<file path="src/rtl/ps2_key_ctrl_pkg.sv">
// Shared types for the PS/2 key sequencer: FSM encoding, Set-2 prefix bytes
// and the key event record handed to consumers.
package ps2_pkg;

  typedef enum logic [1:0] {
    ST_IDLE = 2'd0,
    ST_ACK  = 2'd1,
    ST_DEC  = 2'd2,
    ST_EMIT = 2'd3
  } state_t;

  localparam logic [7:0] SC_EXT = 8'hE0;
  localparam logic [7:0] SC_BRK = 8'hF0;

  typedef struct packed {
    logic [7:0] code;
    logic       ext;
    logic       rel;
  } key_event_t;

  function automatic logic is_prefix(input logic [7:0] b);
    return (b == SC_EXT) || (b == SC_BRK);
  endfunction

endpackage

</file>
<file path="src/rtl/ps2_key_ctrl_if.sv">
// FIFO-side pop handshake and consumer-side key event handshake.
interface ps2_key_ctrl_if;
  logic       kbd_ready;
  logic [7:0] kbd_data;
  logic       kbd_overflow;
  logic       kbd_nextdata_n;
  logic       ev_valid;
  logic       ev_ready;
  logic [7:0] ev_code;
  logic       ev_ext;
  logic       ev_release;

  modport master (
    output kbd_ready, kbd_data, kbd_overflow, ev_ready,
    input  kbd_nextdata_n, ev_valid, ev_code, ev_ext, ev_release
  );

  modport slave (
    input  kbd_ready, kbd_data, kbd_overflow, ev_ready,
    output kbd_nextdata_n, ev_valid, ev_code, ev_ext, ev_release
  );
endinterface

</file>
<file path="src/rtl/ps2_key_ctrl_prefix_decode.sv">
// Combinational classifier of the captured byte against the pending prefix
// flags and the currently held key.
module ps2_prefix_decode
  import ps2_pkg::*;
#(
  parameter int REPEAT_FILTER = 1
) (
  input  logic [7:0] byte_r,
  input  logic       ext_f,
  input  logic       brk_f,
  input  logic       held_valid,
  input  logic [7:0] held_code,
  input  logic       held_ext,
  output logic       is_ext,
  output logic       is_brk,
  output logic       is_repeat,
  output logic       is_release
);

  logic prefix_s;
  logic held_match_s;

  // Classify the byte; a repeat is a make code equal to the held {code, ext}
  always_comb begin
    is_ext       = (byte_r == SC_EXT);
    is_brk       = (byte_r == SC_BRK);
    prefix_s     = is_prefix(byte_r);
    held_match_s = held_valid && (held_code == byte_r) && (held_ext == ext_f);
    is_release   = !prefix_s && brk_f;
    is_repeat    = (REPEAT_FILTER != 0) && !prefix_s && !brk_f && held_match_s;
  end

endmodule

</file>
<file path="src/rtl/ps2_key_ctrl.sv">
// Drains the ps2_keyboard FIFO one byte at a time, folds E0/F0 prefixes into
// single key events, filters auto-repeat and tracks the held key.
module ps2_key_ctrl
  import ps2_pkg::*;
#(
  parameter int REPEAT_FILTER = 1
) (
  input  logic          clk,
  input  logic          clrn,
  ps2_key_ctrl_if.slave kbd,
  output logic          held_valid,
  output logic [7:0]    held_code,
  output logic [7:0]    press_count,
  output logic          ovf_sticky,
  input  logic          ovf_clr
);

  state_t     state_r, state_s;
  logic [7:0] byte_r;
  logic       ext_f_r, brk_f_r;
  logic       nd_n_r, ev_valid_r;
  key_event_t ev_r;
  logic       held_valid_r, held_ext_r;
  logic [7:0] held_code_r, press_count_r;
  logic       ovf_sticky_r, ovf_prev_r;
  logic       is_ext_s, is_brk_s, is_repeat_s, is_release_s;
  logic       emit_s, ovf_rise_s, rel_match_s;

  ps2_prefix_decode #(.REPEAT_FILTER(REPEAT_FILTER)) u_dec (
    .byte_r     (byte_r),
    .ext_f      (ext_f_r),
    .brk_f      (brk_f_r),
    .held_valid (held_valid_r),
    .held_code  (held_code_r),
    .held_ext   (held_ext_r),
    .is_ext     (is_ext_s),
    .is_brk     (is_brk_s),
    .is_repeat  (is_repeat_s),
    .is_release (is_release_s)
  );

  // Next-state logic and decode-cycle qualifiers
  always_comb begin
    state_s     = state_r;
    emit_s      = !is_ext_s && !is_brk_s && !is_repeat_s;
    ovf_rise_s  = kbd.kbd_overflow && !ovf_prev_r;
    rel_match_s = held_valid_r && (held_code_r == byte_r) && (held_ext_r == ext_f_r);
    case (state_r)
      ST_IDLE: if (kbd.kbd_ready) state_s = ST_ACK; else state_s = ST_IDLE;
      ST_ACK:  state_s = ST_DEC;
      ST_DEC:  if (emit_s) state_s = ST_EMIT; else state_s = ST_IDLE;
      ST_EMIT: if (kbd.ev_ready) state_s = ST_IDLE; else state_s = ST_EMIT;
      default: state_s = ST_IDLE;
    endcase
  end

  // State, handshake strobes, prefix flags, event and held-key registers
  always_ff @(posedge clk or posedge clrn) begin
    if (clrn) begin
      state_r       <= ST_IDLE;
      byte_r        <= 8'h00;
      ext_f_r       <= 1'b0;
      brk_f_r       <= 1'b0;
      nd_n_r        <= 1'b1;
      ev_valid_r    <= 1'b0;
      ev_r          <= '0;
      held_valid_r  <= 1'b0;
      held_ext_r    <= 1'b0;
      held_code_r   <= 8'h00;
      press_count_r <= 8'h00;
      ovf_sticky_r  <= 1'b0;
      ovf_prev_r    <= 1'b0;
    end else begin
      state_r    <= state_s;
      nd_n_r     <= (state_s != ST_ACK);
      ev_valid_r <= (state_s == ST_EMIT);
      ovf_prev_r <= kbd.kbd_overflow;
      if (kbd.kbd_overflow) ovf_sticky_r <= 1'b1;
      else if (ovf_clr)     ovf_sticky_r <= 1'b0;
      if ((state_r == ST_IDLE) && kbd.kbd_ready) byte_r <= kbd.kbd_data;
      // An overflow edge means bytes were lost, so a half-built prefix is stale
      if (ovf_rise_s) begin
        ext_f_r <= 1'b0;
        brk_f_r <= 1'b0;
      end else if (state_r == ST_DEC) begin
        if (is_ext_s)      ext_f_r <= 1'b1;
        else if (is_brk_s) brk_f_r <= 1'b1;
        else begin
          ext_f_r <= 1'b0;
          brk_f_r <= 1'b0;
        end
      end
      if ((state_r == ST_DEC) && emit_s) begin
        ev_r.code <= byte_r;
        ev_r.ext  <= ext_f_r;
        ev_r.rel  <= is_release_s;
        if (is_release_s) begin
          if (rel_match_s) held_valid_r <= 1'b0;
        end else begin
          held_valid_r  <= 1'b1;
          held_code_r   <= byte_r;
          held_ext_r    <= ext_f_r;
          press_count_r <= press_count_r + 8'd1;
        end
      end
    end
  end

  assign kbd.kbd_nextdata_n = nd_n_r;
  assign kbd.ev_valid       = ev_valid_r;
  assign kbd.ev_code        = ev_r.code;
  assign kbd.ev_ext         = ev_r.ext;
  assign kbd.ev_release     = ev_r.rel;
  assign held_valid         = held_valid_r;
  assign held_code          = held_code_r;
  assign press_count        = press_count_r;
  assign ovf_sticky         = ovf_sticky_r;

endmodule

</file>
<file path="src/flat_wrapper.sv">
// flat-port wrapper written by rule: the top's interface ports become plain ports
module ps2_key_ctrl_flat import ps2_pkg::*;
#(
  parameter int REPEAT_FILTER = 1
)
  (clk, clrn, held_valid, held_code, press_count, ovf_sticky, ovf_clr, kbd_kbd_ready, kbd_kbd_data, kbd_kbd_overflow, kbd_ev_ready, kbd_kbd_nextdata_n, kbd_ev_valid, kbd_ev_code, kbd_ev_ext, kbd_ev_release);
  ps2_key_ctrl_if kbd_i ();
  input  logic clk;
  input  logic clrn;
  output logic held_valid;
  output logic [7:0] held_code;
  output logic [7:0] press_count;
  output logic ovf_sticky;
  input  logic ovf_clr;
  input wire logic [$bits(kbd_i.kbd_ready)-1:0] kbd_kbd_ready;
  input wire logic [$bits(kbd_i.kbd_data)-1:0] kbd_kbd_data;
  input wire logic [$bits(kbd_i.kbd_overflow)-1:0] kbd_kbd_overflow;
  input wire logic [$bits(kbd_i.ev_ready)-1:0] kbd_ev_ready;
  output wire logic [$bits(kbd_i.kbd_nextdata_n)-1:0] kbd_kbd_nextdata_n;
  output wire logic [$bits(kbd_i.ev_valid)-1:0] kbd_ev_valid;
  output wire logic [$bits(kbd_i.ev_code)-1:0] kbd_ev_code;
  output wire logic [$bits(kbd_i.ev_ext)-1:0] kbd_ev_ext;
  output wire logic [$bits(kbd_i.ev_release)-1:0] kbd_ev_release;
  assign kbd_i.kbd_ready = kbd_kbd_ready;
  assign kbd_i.kbd_data = kbd_kbd_data;
  assign kbd_i.kbd_overflow = kbd_kbd_overflow;
  assign kbd_i.ev_ready = kbd_ev_ready;
  assign kbd_kbd_nextdata_n = kbd_i.kbd_nextdata_n;
  assign kbd_ev_valid = kbd_i.ev_valid;
  assign kbd_ev_code = kbd_i.ev_code;
  assign kbd_ev_ext = kbd_i.ev_ext;
  assign kbd_ev_release = kbd_i.ev_release;
  ps2_key_ctrl #(.REPEAT_FILTER(REPEAT_FILTER)) u_core (.clk(clk), .clrn(clrn), .kbd(kbd_i), .held_valid(held_valid), .held_code(held_code), .press_count(press_count), .ovf_sticky(ovf_sticky), .ovf_clr(ovf_clr));
endmodule
</file>
<file path="config.mk">
export PLATFORM = sky130hd
export DESIGN_NAME = ps2_key_ctrl_flat
export DESIGN_NICKNAME = d
export VERILOG_FILES = /design/src/rtl/ps2_key_ctrl_pkg.sv /design/src/rtl/ps2_key_ctrl_if.sv /design/src/rtl/ps2_key_ctrl_prefix_decode.sv /design/src/rtl/ps2_key_ctrl.sv /design/src/flat_wrapper.sv
export SDC_FILE = /design/constraint.sdc
export NUM_CORES = 1
export LEC_CHECK = 0
export BUFFER_PORTS_ARGS = -buffer_cell sky130_fd_sc_hd__buf_4
export CAP_MARGIN = 20
export CORE_MARGIN = 3
export CORE_UTILIZATION = 43
export DETAILED_ROUTE_END_ITERATION = 10
export PLACE_DENSITY = 0.66
export REMOVE_ABC_BUFFERS = 1
export SYNTH_ARGS = -nofsm -noshare
export SYNTH_HDL_FRONTEND = slang
export SYNTH_SLANG_ARGS = --single-unit
</file>
<file path="constraint.sdc">
create_clock -name clk -period 3.7 [get_ports clk]
set_input_delay 0.185 -clock clk [delete_from_list [all_inputs] [get_ports clk]]
set_output_delay 0.185 -clock clk [all_outputs]
set_load 0.05 [all_outputs]
</file>
==> impl_metrics.toml <==
[timing]
slew_viol_final = 0
finalHoldViolCount = 0
relSlewSlack = 0.479
fin_tns_setup_ps = 0
min_period_ps = 2460
rsz0062_at_grt = "no"
fmax_ghz = 0.407
period_share = 0.664
worst_slew_pin_slew_ps = 781
setup_viol = 0
finClkSkew_ps = 4.38

[worst_setup_path]
critPathMaxFanout = 12
critPathKind = "flip-flop to flip-flop"
cp.required_ps = 3880
slowest_stage = "o21ai_2"
ff2ff_path_depth = 5
cp_cell_sequence = "xor2_1 -> nor4_1 -> nand3_2 -> o21ai_2 -> mux2_2"
crit_path_end_kind = "flip-flop"
arrival_ps = 2640
cp_slowest_stage_delay_ps = 600
r2r_slack_ps = 1240
crit-reg2reg-launch = "u_core.byte_r[4]"
timing.rr.end = "u_core.kbd.ev_code[7]"
cp-start-kind = "flip-flop"

[drt]
drtIter0Drc = 105
drc = 0
vias = 1228
avgRoutedWirePerCell_um = 16.0
post_drt_via_cell_ratio = 5.14
antenna_left = 0
firstDrtPassIters = 4
wl_mm = 3.83

[clock_network]
clkTransAtPathRegs_ps = 80
cts_resized = 0
cts_hold_buffers = 1
cts_buffer_depth = 2
cts_setup_buffers = 0
cts_buffers = 5
tritoncts = "yes"
htree_levels = 2
clock_latency_ps = 290
root_buffer = "clkbuf_8"
clock-sinks = 44

[die]
pin_count = 44
die_area_sq_um = 5230
chipHeight_um = 72.3
rows = 23
coreArea_sq_um = 4120
die_w_um = 72.3
start_util = 0.459

[synth]
yosys-top-cells-area = "dfrtp_1 57%, mux2_2 8.9%, mux2_4 7.2%, xnor2_1 4.6%, xor2_1 2.8%"
yosys_warnings = 0
netlist_area_sq_um = 1890
synth_largest_area_cell = "dfrtp_1"
yosysSeqAreaShare = 0.583
synth.distinct_cells = 33
synthCells = 138
yosysTopAreaCellShare = 0.570
syn_avg_cell_area_sq_um = 13.7
ys_ff_latch = 44

[layout]
layout_common_cells = "45 x buf_4, 43 x dfrtp_1, 15 x mux2_2"
fin_nets = 203
num_antenna_cells = 0
layout.cells.non_filler = 239
area_delta_synth_final_pct = 25.1
final_layout_size_suffix_gt1_frac = 0.434
mostFrequentLayoutCell = "buf_4"

[place]
hpwl_mm = 2.78
port_buffers = 43
gp_congestion = 0.732
dp.cells = 230

[global_routing]
grt_max_degree = 45
grt_antenna_before_repair = 0
grt_overflow = 0
track_usage = 0.165
grt_first_pass_wirelength_mm = 6.44
grt_pass1_vias = 1278

[status]
status = "finished, final reports clean"

[worst_hold_path]
hp-class = "input port to asynchronous set/reset pin"

[job]
max_cap_viol_count = 0
==> routing by layer <==
metal | vias up | global-route usage | wire [um] | share of wire
met3 | 7 | 0.0429 | 187 | 0.049
li1 | 581 | - | - | -
met5 | - | 0 | 0 | 0
met4 | 0 | 0.0689 | 65 | 0.017
met1 | 608 | 0.205 | 1750 | 0.46
met2 | 32 | 0.272 | 1830 | 0.48
==> kinds of logic after synthesis <==
group / count (synthesis) / share of synthesized area
buffers and inverters: 8 / 0.0238
AND/OR/NAND/NOR: 28 / 0.0841
XOR/XNOR: 16 / 0.0742
flip-flops: 44 / 0.583
adder cells (fa/ha/maj): 1 / 0.00662
AO/OA/AOI/OAI: 17 / 0.0669
multiplexers: 24 / 0.161
==> cell type report <==
cell class              instances  area (sq um)
flip-flops and latches         44          1100
well taps                      50          62.6
fillers                       348          1750
inverters                       5          18.8
repair buffers                 46           348
clock buffers                   8          90.1
multi-input cells              86           742
==> critical path, delay by kind of cell, from the launching register on <==
| kind | cells | cell delay, ps |
|---|---|---|
| simple gates | 2 | 720 |
| compound gates | 1 | 600 |
| flops | 1 | 430 |
| mux | 1 | 400 |
| xor+xnor | 1 | 180 |
==> state kept, by name (all words and copies together) (netlist names) <==
| signal | flops |
|---|---|
| u_core.kbd.ev_code | 8 |
| u_core.byte_r | 8 |
| u_core.kbd.kbd_nextdata_n | 1 |
| u_core.kbd.ev_release | 1 |
| u_core.kbd.ev_ext | 1 |
| u_core.kbd.ev_valid | 1 |
| u_core.ovf_sticky | 1 |
| u_core.held_ext_r | 1 |
| u_core.press_count | 8 |
| u_core.state_r | 2 |
| u_core.brk_f_r | 1 |
| u_core.held_valid | 1 |
| u_core.held_code | 8 |
| u_core.ovf_prev_r | 1 |
| u_core.ext_f_r | 1 |
==> stage by stage <==
stage	instance area [sq um]	worst slack (ps)	hold WS (ps)	util
final	2360	1240	29.6	0.574
after global routing	2360	1020	82.7	0.574
after CTS	2360	1220	53.2	0.574
after detailed placement	2260	1250	306	0.550
after global placement	2260	1340	305	0.550
after floorplan	1860	1370	216	-
==> cell usage after synthesis <==
library cell,n
or4b_4,1
and4_1,1
nor3b_1,1
dfstp_2,1
inv_1,5
xor2_1,6
xnor2_1,10
o21ai_2,1
nand3_2,1
and3_1,2
dfrtp_1,43
clkbuf_1,1
a21oi_1,2
buf_6,2
nor2_1,3
a22o_1,3
nor2_2,1
o21a_1,1
o21ai_0,6
mux2_4,9
nand4_1,3
ha_1,1
nor2b_1,1
o211ai_1,1
nand3_1,3
o31a_1,1
nand2_1,8
nand2_2,1
nor4_1,1
and2_1,1
a31oi_1,1
mux2_2,15
o31ai_4,1
==> how the worst max path moves through the flow <==
stage	endpoint	slack [ps]	startpoint
2_1_floorplan	u_core.kbd.ev_code[6]	1370	u_core.held_code[6]
3_3_place_gp	u_core.kbd.ev_code[7]	1340	u_core.byte_r[4]
3_5_place_dp	u_core.kbd.ev_code[6]	1250	u_core.byte_r[4]
4_1_cts	u_core.kbd.ev_code[7]	1220	u_core.byte_r[4]
5_1_grt	u_core.kbd.ev_code[6]	1020	u_core.byte_r[4]
6_report	u_core.kbd.ev_code[7]	1240	u_core.byte_r[4]
Power is left out: the tool's default activity adds up to more than one toggle a clock period on the data nets, which glitch-free logic cannot reach.
